**config.mk**
```make
export PLATFORM = sky130hd
export DESIGN_NAME = ring_meas_ctrl
export DESIGN_NICKNAME = d
export VERILOG_FILES = /design/src/rtl/ring_pkg.sv /design/src/rtl/sync_edge_det.sv /design/src/rtl/ring_meas_ctrl.sv
export SDC_FILE = /design/constraint.sdc
export NUM_CORES = 1
export LEC_CHECK = 0
export ABC_AREA = 0
export CORE_ASPECT_RATIO = 1.4
export CORE_UTILIZATION = 37
export DETAILED_ROUTE_END_ITERATION = 12
export HOLD_SLACK_MARGIN = 0.12
export RECOVER_POWER = 100
export SLEW_MARGIN = 30
export SYNTH_ARGS = -nofsm -noshare
export SYNTH_HDL_FRONTEND = slang
export SYNTH_SLANG_ARGS = --single-unit
```
**constraint.sdc**
```tcl
create_clock -name clk -period 1.7 [get_ports clk]
set_clock_uncertainty 0.1 [all_clocks]
set_input_delay 0.17 -clock clk [delete_from_list [all_inputs] [get_ports clk]]
set_output_delay 0.17 -clock clk [all_outputs]
set_load 0.005 [all_outputs]
```
**src/rtl/ring_pkg.sv**
```systemverilog
// -----------------------------------------------------------------------------
// ring_pkg
// Shared types and default constants for the ring-oscillator measurement slice.
//   ring_meas_state_t : controller state (IDLE, SETTLE, MEASURE, DONE)
//   *_DEF             : default parameter values for ring_meas_ctrl
// -----------------------------------------------------------------------------
package ring_pkg;

   typedef enum logic [1:0] {
      IDLE    = 2'd0,
      SETTLE  = 2'd1,
      MEASURE = 2'd2,
      DONE    = 2'd3
   } ring_meas_state_t;

   localparam int GATE_CYC_DEF    = 1024;
   localparam int SETTLE_CYC_DEF  = 16;
   localparam int CNT_W_DEF       = 16;
   localparam int SYNC_STAGES_DEF = 2;

endpackage

```
**src/rtl/sync_edge_det.sv**
```systemverilog
// -----------------------------------------------------------------------------
// sync_edge_det
// Multi-flop synchronizer for an asynchronous level, followed by a rising-edge
// detector. The pulse is one clk wide and appears STAGES+1 clk edges after the
// input change is first sampled when consumed by a register.
// Ports:
//   clk     : sampling clock
//   rst_n   : asynchronous active-low reset, clears all flops
//   async_i : asynchronous input level
//   rise_o  : one-cycle pulse on a synchronized 0->1 transition
// -----------------------------------------------------------------------------
module sync_edge_det #(
   parameter int STAGES = 2
) (
   input  logic clk,
   input  logic rst_n,
   input  logic async_i,
   output logic rise_o
);

   logic [STAGES-1:0] sync_q;
   logic              level_d;

   always_ff @(posedge clk or negedge rst_n) begin
      if (!rst_n) begin
         sync_q  <= '0;
         level_d <= 1'b0;
      end else begin
         sync_q  <= {sync_q[STAGES-2:0], async_i};
         level_d <= sync_q[STAGES-1];
      end
   end

   assign rise_o = sync_q[STAGES-1] & ~level_d;

endmodule

```
**src/rtl/ring_meas_ctrl.sv**
```systemverilog
// -----------------------------------------------------------------------------
// ring_meas_ctrl
// Sequences one free-running ring oscillator for a frequency measurement:
// holds the ring in reset while idle, releases it on request, waits a settle
// window, counts synchronized rising edges over a fixed gate of clk cycles and
// offers the count on a valid/ready result port.
//
// Build option: define RING_MEAS_AVG4_EN to run four settle+measure passes per
// start (ring reset for one cycle between passes) and report the truncated
// average of the four counts; ovf is the OR over all passes.
//
// Ports:
//   clk, rst_n    : clock, asynchronous active-low reset
//   start_i       : measurement request, only looked at in IDLE
//   abort_i       : cancel, returns to IDLE with no result (beats start_i)
//   ring_ack_i    : asynchronous ring oscillator tap
//   ring_rst_o    : active-high ring reset (1 = ring held), registered
//   busy_o        : high whenever not IDLE, registered with the state
//   res_valid_o   : result valid
//   res_ready_i   : result consumer ready
//   res_cnt_o     : measured rising-edge count (saturating)
//   res_ovf_o     : counter saturated during the gate
//   dbg_state_o   : current controller state
//
// Result handshake: res_valid_o rises on entry to DONE and stays high, with
// res_cnt_o/res_ovf_o frozen, until a cycle in which res_ready_i is also high;
// that cycle is the transfer and res_valid_o is low from the next cycle on.
// res_valid_o never depends combinationally on res_ready_i.
// -----------------------------------------------------------------------------
module ring_meas_ctrl
   import ring_pkg::*;
#(
   parameter int GATE_CYC    = GATE_CYC_DEF,
   parameter int SETTLE_CYC  = SETTLE_CYC_DEF,
   parameter int CNT_W       = CNT_W_DEF,
   parameter int SYNC_STAGES = SYNC_STAGES_DEF
) (
   input  logic             clk,
   input  logic             rst_n,
   input  logic             start_i,
   input  logic             abort_i,
   input  logic             ring_ack_i,
   output logic             ring_rst_o,
   output logic             busy_o,
   output logic             res_valid_o,
   input  logic             res_ready_i,
   output logic [CNT_W-1:0] res_cnt_o,
   output logic             res_ovf_o,
   output ring_meas_state_t dbg_state_o
);

   localparam int SET_W = (SETTLE_CYC > 1) ? $clog2(SETTLE_CYC) : 1;
   localparam int GAT_W = (GATE_CYC > 1) ? $clog2(GATE_CYC) : 1;
   localparam logic [SET_W-1:0] SETTLE_INIT = SET_W'(SETTLE_CYC - 1);
   localparam logic [GAT_W-1:0] GATE_INIT   = GAT_W'(GATE_CYC - 1);

   ring_meas_state_t state, state_nxt;

   logic [SET_W-1:0] settle_cnt;
   logic [GAT_W-1:0] gate_cnt;
   logic [CNT_W-1:0] edge_cnt, edge_cnt_nxt;
   logic             ovf_q, ovf_nxt;
   logic [CNT_W-1:0] res_cnt_q;
   logic             res_ovf_q;

   logic ring_rst_q, busy_q, valid_q;
   logic ring_rst_d, busy_d, valid_d;

   logic ring_rise;
   logic edge_inc;
   logic settle_hold;
   logic settle_done;
   logic pass_last;
   logic gap_nxt;

   sync_edge_det #(
      .STAGES (SYNC_STAGES)
   ) u_sync (
      .clk     (clk),
      .rst_n   (rst_n),
      .async_i (ring_ack_i),
      .rise_o  (ring_rise)
   );

`ifdef RING_MEAS_AVG4_EN
   logic [1:0]       pass_q;
   logic [CNT_W+1:0] acc_q;
   logic [CNT_W+1:0] acc_sum;
   logic             gap_q;

   assign pass_last   = (pass_q == 2'd3);
   // One-cycle ring reset between passes; the settle countdown waits it out.
   assign settle_hold = gap_q;
   // SETTLE is only entered from MEASURE when another pass follows.
   assign gap_nxt     = (state == MEASURE);
   assign acc_sum     = acc_q + {2'b00, edge_cnt_nxt};
`else
   assign pass_last   = 1'b1;
   assign settle_hold = 1'b0;
   assign gap_nxt     = 1'b0;
`endif

   assign settle_done = ~settle_hold & (settle_cnt == '0);

   // The last gate cycle's edge still counts, so the result takes the
   // incremented value. Saturate at all-ones; ovf records a lost edge.
   assign edge_inc     = ring_rise & (state == MEASURE);
   assign edge_cnt_nxt = (edge_inc & ~(&edge_cnt)) ? edge_cnt + 1'b1 : edge_cnt;
   assign ovf_nxt      = ovf_q | (edge_inc & (&edge_cnt));

   // State register plus registered outputs (glitch-free ring reset).
   always_ff @(posedge clk or negedge rst_n) begin
      if (!rst_n) begin
         state      <= IDLE;
         ring_rst_q <= 1'b1;
         busy_q     <= 1'b0;
         valid_q    <= 1'b0;
      end else begin
         state      <= state_nxt;
         ring_rst_q <= ring_rst_d;
         busy_q     <= busy_d;
         valid_q    <= valid_d;
      end
   end

   // Next-state logic.
   always_comb begin
      state_nxt = state;
      if (abort_i) begin
         state_nxt = IDLE;
      end else begin
         case (state)
            IDLE:    if (start_i) state_nxt = SETTLE;
            SETTLE:  if (settle_done) state_nxt = MEASURE;
            MEASURE: if (gate_cnt == '0) state_nxt = pass_last ? DONE : SETTLE;
            DONE:    if (res_ready_i) state_nxt = IDLE;
            default: state_nxt = IDLE;
         endcase
      end
   end

   // Output decode of the upcoming state, registered above.
   always_comb begin
      ring_rst_d = 1'b1;
      busy_d     = 1'b1;
      valid_d    = 1'b0;
      case (state_nxt)
         IDLE:    busy_d     = 1'b0;
         SETTLE:  ring_rst_d = gap_nxt;
         MEASURE: ring_rst_d = 1'b0;
         DONE:    valid_d    = 1'b1;
         default: busy_d     = 1'b0;
      endcase
   end

   // Counters and result registers.
   always_ff @(posedge clk or negedge rst_n) begin
      if (!rst_n) begin
         settle_cnt <= '0;
         gate_cnt   <= '0;
         edge_cnt   <= '0;
         ovf_q      <= 1'b0;
         res_cnt_q  <= '0;
         res_ovf_q  <= 1'b0;
`ifdef RING_MEAS_AVG4_EN
         pass_q     <= '0;
         acc_q      <= '0;
         gap_q      <= 1'b0;
`endif
      end else if (abort_i) begin
         // Abort leaves the last delivered result in place.
`ifdef RING_MEAS_AVG4_EN
         pass_q     <= '0;
         acc_q      <= '0;
         gap_q      <= 1'b0;
`endif
      end else begin
         case (state)
            IDLE: begin
               if (start_i) begin
                  settle_cnt <= SETTLE_INIT;
                  edge_cnt   <= '0;
                  ovf_q      <= 1'b0;
`ifdef RING_MEAS_AVG4_EN
                  pass_q     <= '0;
                  acc_q      <= '0;
                  gap_q      <= 1'b0;
`endif
               end
            end
            SETTLE: begin
               if (settle_done) begin
                  gate_cnt <= GATE_INIT;
               end else if (!settle_hold) begin
                  settle_cnt <= settle_cnt - 1'b1;
               end
`ifdef RING_MEAS_AVG4_EN
               gap_q <= 1'b0;
`endif
            end
            MEASURE: begin
               edge_cnt <= edge_cnt_nxt;
               ovf_q    <= ovf_nxt;
               if (gate_cnt != '0) begin
                  gate_cnt <= gate_cnt - 1'b1;
               end else begin
`ifdef RING_MEAS_AVG4_EN
                  if (pass_last) begin
                     res_cnt_q <= acc_sum[CNT_W+1:2];
                     res_ovf_q <= ovf_nxt;
                  end else begin
                     // ovf stays sticky across passes.
                     acc_q      <= acc_sum;
                     pass_q     <= pass_q + 1'b1;
                     edge_cnt   <= '0;
                     settle_cnt <= SETTLE_INIT;
                     gap_q      <= 1'b1;
                  end
`else
                  res_cnt_q <= edge_cnt_nxt;
                  res_ovf_q <= ovf_nxt;
`endif
               end
            end
            default: ;
         endcase
      end
   end

   assign ring_rst_o  = ring_rst_q;
   assign busy_o      = busy_q;
   assign res_valid_o = valid_q;
   assign res_cnt_o   = res_cnt_q;
   assign res_ovf_o   = res_ovf_q;
   assign dbg_state_o = state;

endmodule
```
==> impl_results.md, run 1 <==
* Die boundary width at ~78 um
* Routability cong. at 0.825
* WP buf/inv at 2
* Slew @ Worst Pin at ~0.8 ns
* Multi-input logic area at 1840 sq um
* Initial antenna violation count at 0
* CP Launch Point: dbg_state_o[0]
* Setup Slack @ Placement at -0.253 ns
* CTS tree: built
* Worst Hold Class: register to register
* Layout cell share with drive strength beyond 1 at 0.439
* HPWL after detailed placement at between 4000 and 5000 um
* Max VDD drop at 0.496 mV
* CP required at 1.86 ns
* Via count at between 2,000 and 3,000
* Final instance area at ~4700 sq um
* Commonest non-fill, non-tap cells in the layout: buf_4 (73), dfrtp_1 (52), nand2_1 (33)
* Failing checks: setup timing
* Minimum clock period after layout at 1.88 ns
* Leak at roughly 2.2 nW
* Reg2Reg Depth at 7
* Vias in the first global route at between 2,000 and 3,000
* Final period util at 1.11
* Max cap viols at 0
* Placed cell count at ~500
* Die ar. at roughly 8400 sq um
* Startpoint class of the critical path: register
* Endpoints failing setup at 46
* Fillers at 637
* Crit-path leading delay family: simple AND/OR/NAND/NOR gates
* Pwr/cell area at 531 nW/um^2
* PortBufs at 27
* Global-route wire length before repair at 12,100 um
* Average cell area after synthesis at between 9 and 10 sq um
* Worst R2R End: gate_cnt[3]
* DRT Pass-1 Iters at 4
* Root Buffer: clkbuf_8
* Antenna Nets Post-Route at 0
* # clock sinks at between 50 and 60
* Async SR Flop Fraction at 1.00
* Final Net Count at about 440
* Synthesized area at 2980 sq um
* Tot GR Track Use at 0.185
* Commonest non-fill, non-tap cell in the layout: buf_4
* Yosys cell types at 52
* Initial DRC Count at 157
* Clock transition at the registers of the reported paths at between 0.1 and 0.15 ns
* Die Span Y at 108 um
* Fin. Hold Viols at 0
* FF-to-FF Start: dbg_state_o[0]
* Arr. time, crit path at a little over 2 ns
* Reg area at ~1400 sq um
* Seq/Total Area, Yosys at 0.470
* Hold Startpoint: u_sync.sync_q[0]
* Fmax at roughly 530 MHz
* # IOs at 28
* Level count of the clock H-tree at 2
* Commonest register cell after synthesis: dfrtp_1
* EDFF count, synth at 0
* Design Power at 2.50 mW
* Num CTS Buffers at 5
* Synth-to-layout area growth at 58.2%
* Syn_nets at around 320
* Setup tns final at -4.17 ns
* Clock Path Buffers at 2
* Status: finished, violations left
* Crit Path Max Fanout at 6
* Post-Layout Cell Count at 531
* Num rows at 38
* Post-DP Area at around 3900 sq um
* Critical Path Stages at 7
* CP endpoint: gate_cnt[3]
* Crit end category: register
* Crit path cell chain: buf_6 > or3b_4 > a31oi_1 > buf_4 > nand2_1 > or3_1 > nand3_1
* CP Class: register to register
* Setup slack, reg-to-reg at -0.18 ns
* Starting density of the core at 0.383
* Synth warnings at 0
* Final WL at 7780 um
* RSZ-0062 raised after global routing: true
* Master of the slowest instance on the critical path: dfrtp_1
* Post-Synthesis Cells at a little over 300
* Clk_lat worst skew at 0.33 ns
* Max-slew violations at 0
* Worst rel slew slack at 0.481
* Core Region at 7800 sq um
* Final setup margin at -0.180 ns
* Largest net degree at the start of global routing at 57
* Via density at 5.10
* Diode count at 0
* GRT Residual Overflow at 0
* Seq cells post-synth at 56
* Routed WL per cell at 14.7 um
* CP max stage delay at 0.43 ns
* DR DRC count at 0
==> state kept, by name, indices dropped and copies added (netlist names), 2 cells and up <==
register and cells:
settle_cnt 4, res_cnt_o 16, u_sync.sync_q 2, edge_cnt 16, dbg_state_o 2, gate_cnt 10
==> repair_timing <==
action / in CTS / in global routing
hold buffers: 1 / 0
gates resized for setup: 68 / 51
buffers inserted: 21 / 12
gates cloned: 2 / 2
setup endpoints to repair: 45 / 51
hold endpoints to repair: 56 / 0
pin swaps: 31 / 26
==> per-stage QoR <==
stage	hold slack [ns]	util
3_3_place_gp	0.0967	0.498
3_5_place_dp	0.105	0.498
6_report	0.280	0.605
2_1_floorplan	-0.226	-
5_1_grt	0.293	0.605
4_1_cts	0.155	0.568
==> per-layer routing <==
metal / part of all wire / global-route usage / vias up
met5: 0 / 0 / -
li1: - / - / 1328
met4: 0.021 / 0.0674 / 0
met1: 0.40 / 0.199 / 1326
met2: 0.55 / 0.363 / 42
met3: 0.024 / 0.0253 / 14
==> cell type report <==
| cell class | count | share of cell area |
|---|---|---|
| Clock inverter | 2 | 0.00318 |
| Tap cell | 100 | 0.0265 |
| Sequential cell | 56 | 0.298 |
| Inverter | 12 | 0.00954 |
| Multi-Input combinational cell | 227 | 0.390 |
| Clock buffer | 6 | 0.0175 |
| Timing Repair Buffer | 128 | 0.255 |
==> synthesized netlist by cell type (all sizes together) (7+ instances only) <==
cell type,instances,area share
nor3,13,0.027
nand3,9,0.015
nand2,42,0.053
xnor2,9,0.026
nor2,20,0.025
a21oi,13,0.023
clkbuf,9,0.016
inv,12,0.015
o21ai,39,0.067
nor4,7,0.025
xor2,13,0.038
dfrtp,55,0.46
nand4,12,0.036
buf,7,0.020
==> worst min-delay path by stage <==
stage / depth (start not counted) / slack, ns / end
finish: 0 / 0.28 / u_sync.sync_q[1]
CTS: 1 / 0.16 / u_sync.sync_q[0]
global route: 1 / 0.29 / u_sync.sync_q[0]
floorplan: 0 / -0.23 / busy_o
global placement: 2 / 0.1 / res_cnt_o[14]
detailed placement: 2 / 0.11 / res_cnt_o[13]
==> power by group <==
group / switching [mW] / leakage (nW) / total (mW) / internal (mW)
Clock: 0.461 / 0.0434 / 0.792 / 0.331
Sequential: 0.0308 / 0.722 / 1.41 / 1.38
Combinational: 0.151 / 1.40 / 0.305 / 0.154
Total: 0.643 / 2.17 / 2.50 / 1.86
==> kinds of logic (layout without fill, tap and decap cells) <==
group                      after synthesis  after routing  synth area share
muxes                                    3              3            0.0101
buffers and inverters                   28            148            0.0503
xor gates and xnor gates                22             22            0.0646
AOI/OAI and AO/OA                       69             69             0.135
DFF                                     56             56             0.470
adders and majority gates                6              6            0.0252
and+or+nand+nor                        127            127             0.244
==> worst register-to-register path: stages (launching register included) <==
cell	delay [ns]
dfrtp_1	0.43
buf_6	0.13
or3b_4	0.37
a31oi_1	0.16
buf_4	0.17
nand2_1	0.06
or3_1	0.31
nand3_1	0.08
(Power assumes the default switching activity.)
==> inputs of run 2 (changes only) <==
PLACE_DENSITY = 0.58   (was unset)
==> impl_results.md, run 2 (same netlist as run 1, synthesis figures left out) <==
* Fmax at 521 MHz (was 532 MHz)
* Placed cell count at 492 (was 486)
* # clock sinks at 56 (unchanged)
* Fillers at 660 (was 637)
* Die Span Y at 108 um (unchanged)
* Post-Layout Cell Count at 531 (unchanged)
* CP required at 1.85 ns (was 1.86 ns)
* CP max stage delay at 0.44 ns (was 0.43 ns)
* Reg area at 1410 sq um (unchanged)
* Starting density of the core at 0.383 (unchanged)
* Num rows at 38 (unchanged)
* Via density at 5.12 (was 5.10)
* Diode count at 0 (unchanged)
* Crit end category: register (unchanged)
* Tot GR Track Use at 0.193 (was 0.185)
* Layout cell share with drive strength beyond 1 at 0.464 (was 0.439)
* Leak at 2.19 nW (was 2.17 nW)
* Routability cong. at 0.818 (was 0.825)
* Via count at 2,718 (was 2,710)
* Setup Slack @ Placement at -0.213 ns (was -0.253 ns)
* CTS tree: built (unchanged)
* Clk_lat worst skew at 0.32 ns (was 0.33 ns)
* Final period util at 1.13 (was 1.11)
* Routed WL per cell at 15.3 um (was 14.7 um)
* Max cap viols at 0 (unchanged)
* Num CTS Buffers at 5 (unchanged)
* Antenna Nets Post-Route at 0 (unchanged)
* Crit path cell chain: nand4bb_1 > buf_6 > or3_4 > nor3_4 > nor3b_1 > a21o_1 (was buf_6 > or3b_4 > a31oi_1 > buf_4 > nand2_1 > or3_1 > nand3_1)
* Clock transition at the registers of the reported paths at 0.10 ns (was 0.11 ns)
* Commonest non-fill, non-tap cells in the layout: buf_4 (67), dfrtp_1 (52), nand2_1 (29) (was buf_4 (73), dfrtp_1 (52), nand2_1 (33))
* Max VDD drop at 0.475 mV (was 0.496 mV)
* Multi-input logic area at 1910 sq um (was 1840 sq um)
* Final setup margin at -0.218 ns (was -0.180 ns)
* Core Region at 7800 sq um (unchanged)
* Largest net degree at the start of global routing at 57 (unchanged)
* Slew @ Worst Pin at 0.791 ns (was 0.779 ns)
* Clock Path Buffers at 2 (unchanged)
* Fin. Hold Viols at 0 (unchanged)
* HPWL after detailed placement at 4780 um (was 4640 um)
* Endpoints failing setup at 39 (was 46)
* Arr. time, crit path at 2.07 ns (was 2.04 ns)
* RSZ-0062 raised after global routing: true (unchanged)
* Crit-path leading delay family: simple AND/OR/NAND/NOR gates (unchanged)
* Initial antenna violation count at 0 (unchanged)
* Final WL at 8130 um (was 7780 um)
* Startpoint class of the critical path: register (unchanged)
* DR DRC count at 0 (unchanged)
* PortBufs at 27 (unchanged)
* Final Net Count at 442 (unchanged)
* Synth-to-layout area growth at 61.7% (was 58.2%)
* Minimum clock period after layout at 1.92 ns (was 1.88 ns)
* Crit Path Max Fanout at 5 (was 6)
* Die boundary width at 77.9 um (unchanged)
* GRT Residual Overflow at 0 (unchanged)
* Failing checks: setup timing (unchanged)
* Max-slew violations at 0 (unchanged)
* WP buf/inv at 1 (was 2)
* Worst rel slew slack at 0.473 (was 0.481)
* Status: finished, violations left (unchanged)
* DRT Pass-1 Iters at 4 (unchanged)
* Commonest non-fill, non-tap cell in the layout: buf_4 (unchanged)
* Global-route wire length before repair at 12,600 um (was 12,100 um)
* # IOs at 28 (unchanged)
* Initial DRC Count at 105 (was 157)
* Vias in the first global route at 2,715 (was 2,618)
* Pwr/cell area at 546 nW/um^2 (was 531 nW/um^2)
* Die ar. at 8430 sq um (unchanged)
* Root Buffer: clkbuf_8 (unchanged)
* Level count of the clock H-tree at 2 (unchanged)
* WHS at 0.283 ns (was 0.280 ns)
* Master of the slowest instance on the critical path: or3_4 (was dfrtp_1)
* CP Class: register to register (unchanged)
* Worst Hold Class: register to register (unchanged)
run 2: changes by cell type in the layout (fill, tap and decap cells not counted), sizes merged, moves of 2 or more:
cell,change
buf,+4
clkbuf,-3
clkdlybuf4s50,+3
clkinvlp,-2
dlygate4sd3,-4
run 2: final cells by class:
type	instances	area share
Sequential cell	56	0.292
Inverter	12	0.00934
Clock inverter	2	0.00726
Clock buffer	6	0.0150
Tap cell	100	0.0259
Timing Repair Buffer	128	0.254
Multi-Input combinational cell	227	0.396
run 2: worst paths after layout:
kind	from	end	slack, ns	depth (start not counted)
max in group asynchronous	rst_n	edge_cnt[7]	0.45	3
hold reg to reg	u_sync.sync_q[0]	u_sync.sync_q[1]	0.28	0
min in group asynchronous	rst_n	edge_cnt[12]	0.47	3
setup reg to reg	dbg_state_o[0]	edge_cnt[8]	-0.22	6
setup / recovery	dbg_state_o[0]	edge_cnt[8]	-0.22	6
hold / removal	u_sync.sync_q[0]	u_sync.sync_q[1]	0.28	0
run 2: timing repair:
action / in CTS / in global routing
gates resized for setup: 48 / 92
hold endpoints to repair: 56 / 0
pin swaps: 30 / 33
setup endpoints to repair: 49 / 51
cloned: 3 / 1
buffers inserted: 14 / 16
hold buffers: 1 / 0
run 2: stage by stage:
| step | util | area [sq um] | power [mW] | setup TNS [ns] |
|---|---|---|---|---|
| 6_report | 0.619 | 4820 | 2.63 | -3.74 |
| 3_3_place_gp | 0.504 | 3930 | 1.69 | -4.75 |
| 3_5_place_dp | 0.504 | 3930 | 1.70 | -5.54 |
| 4_1_cts | 0.563 | 4390 | 2.60 | -3.12 |
| 5_1_grt | 0.619 | 4820 | 2.75 | -7.59 |
| 2_1_floorplan | - | 3100 | 1.55 | -3.96 |
run 2: routing by layer:
layer | track usage | share of wire | vias up
met2 | 0.362 | 0.54 | 42
met1 | 0.221 | 0.42 | 1338
li1 | - | - | 1323
met3 | 0.0203 | 0.019 | 15
met5 | 0 | 0 | -
met4 | 0.0782 | 0.026 | 0
run 2: where the power goes:
| group | switching, mW | internal (mW) |
|---|---|---|
| clock network | 0.450 | 0.439 |
| registers | 0.0303 | 1.38 |
| logic | 0.170 | 0.166 |
| total | 0.651 | 1.98 |
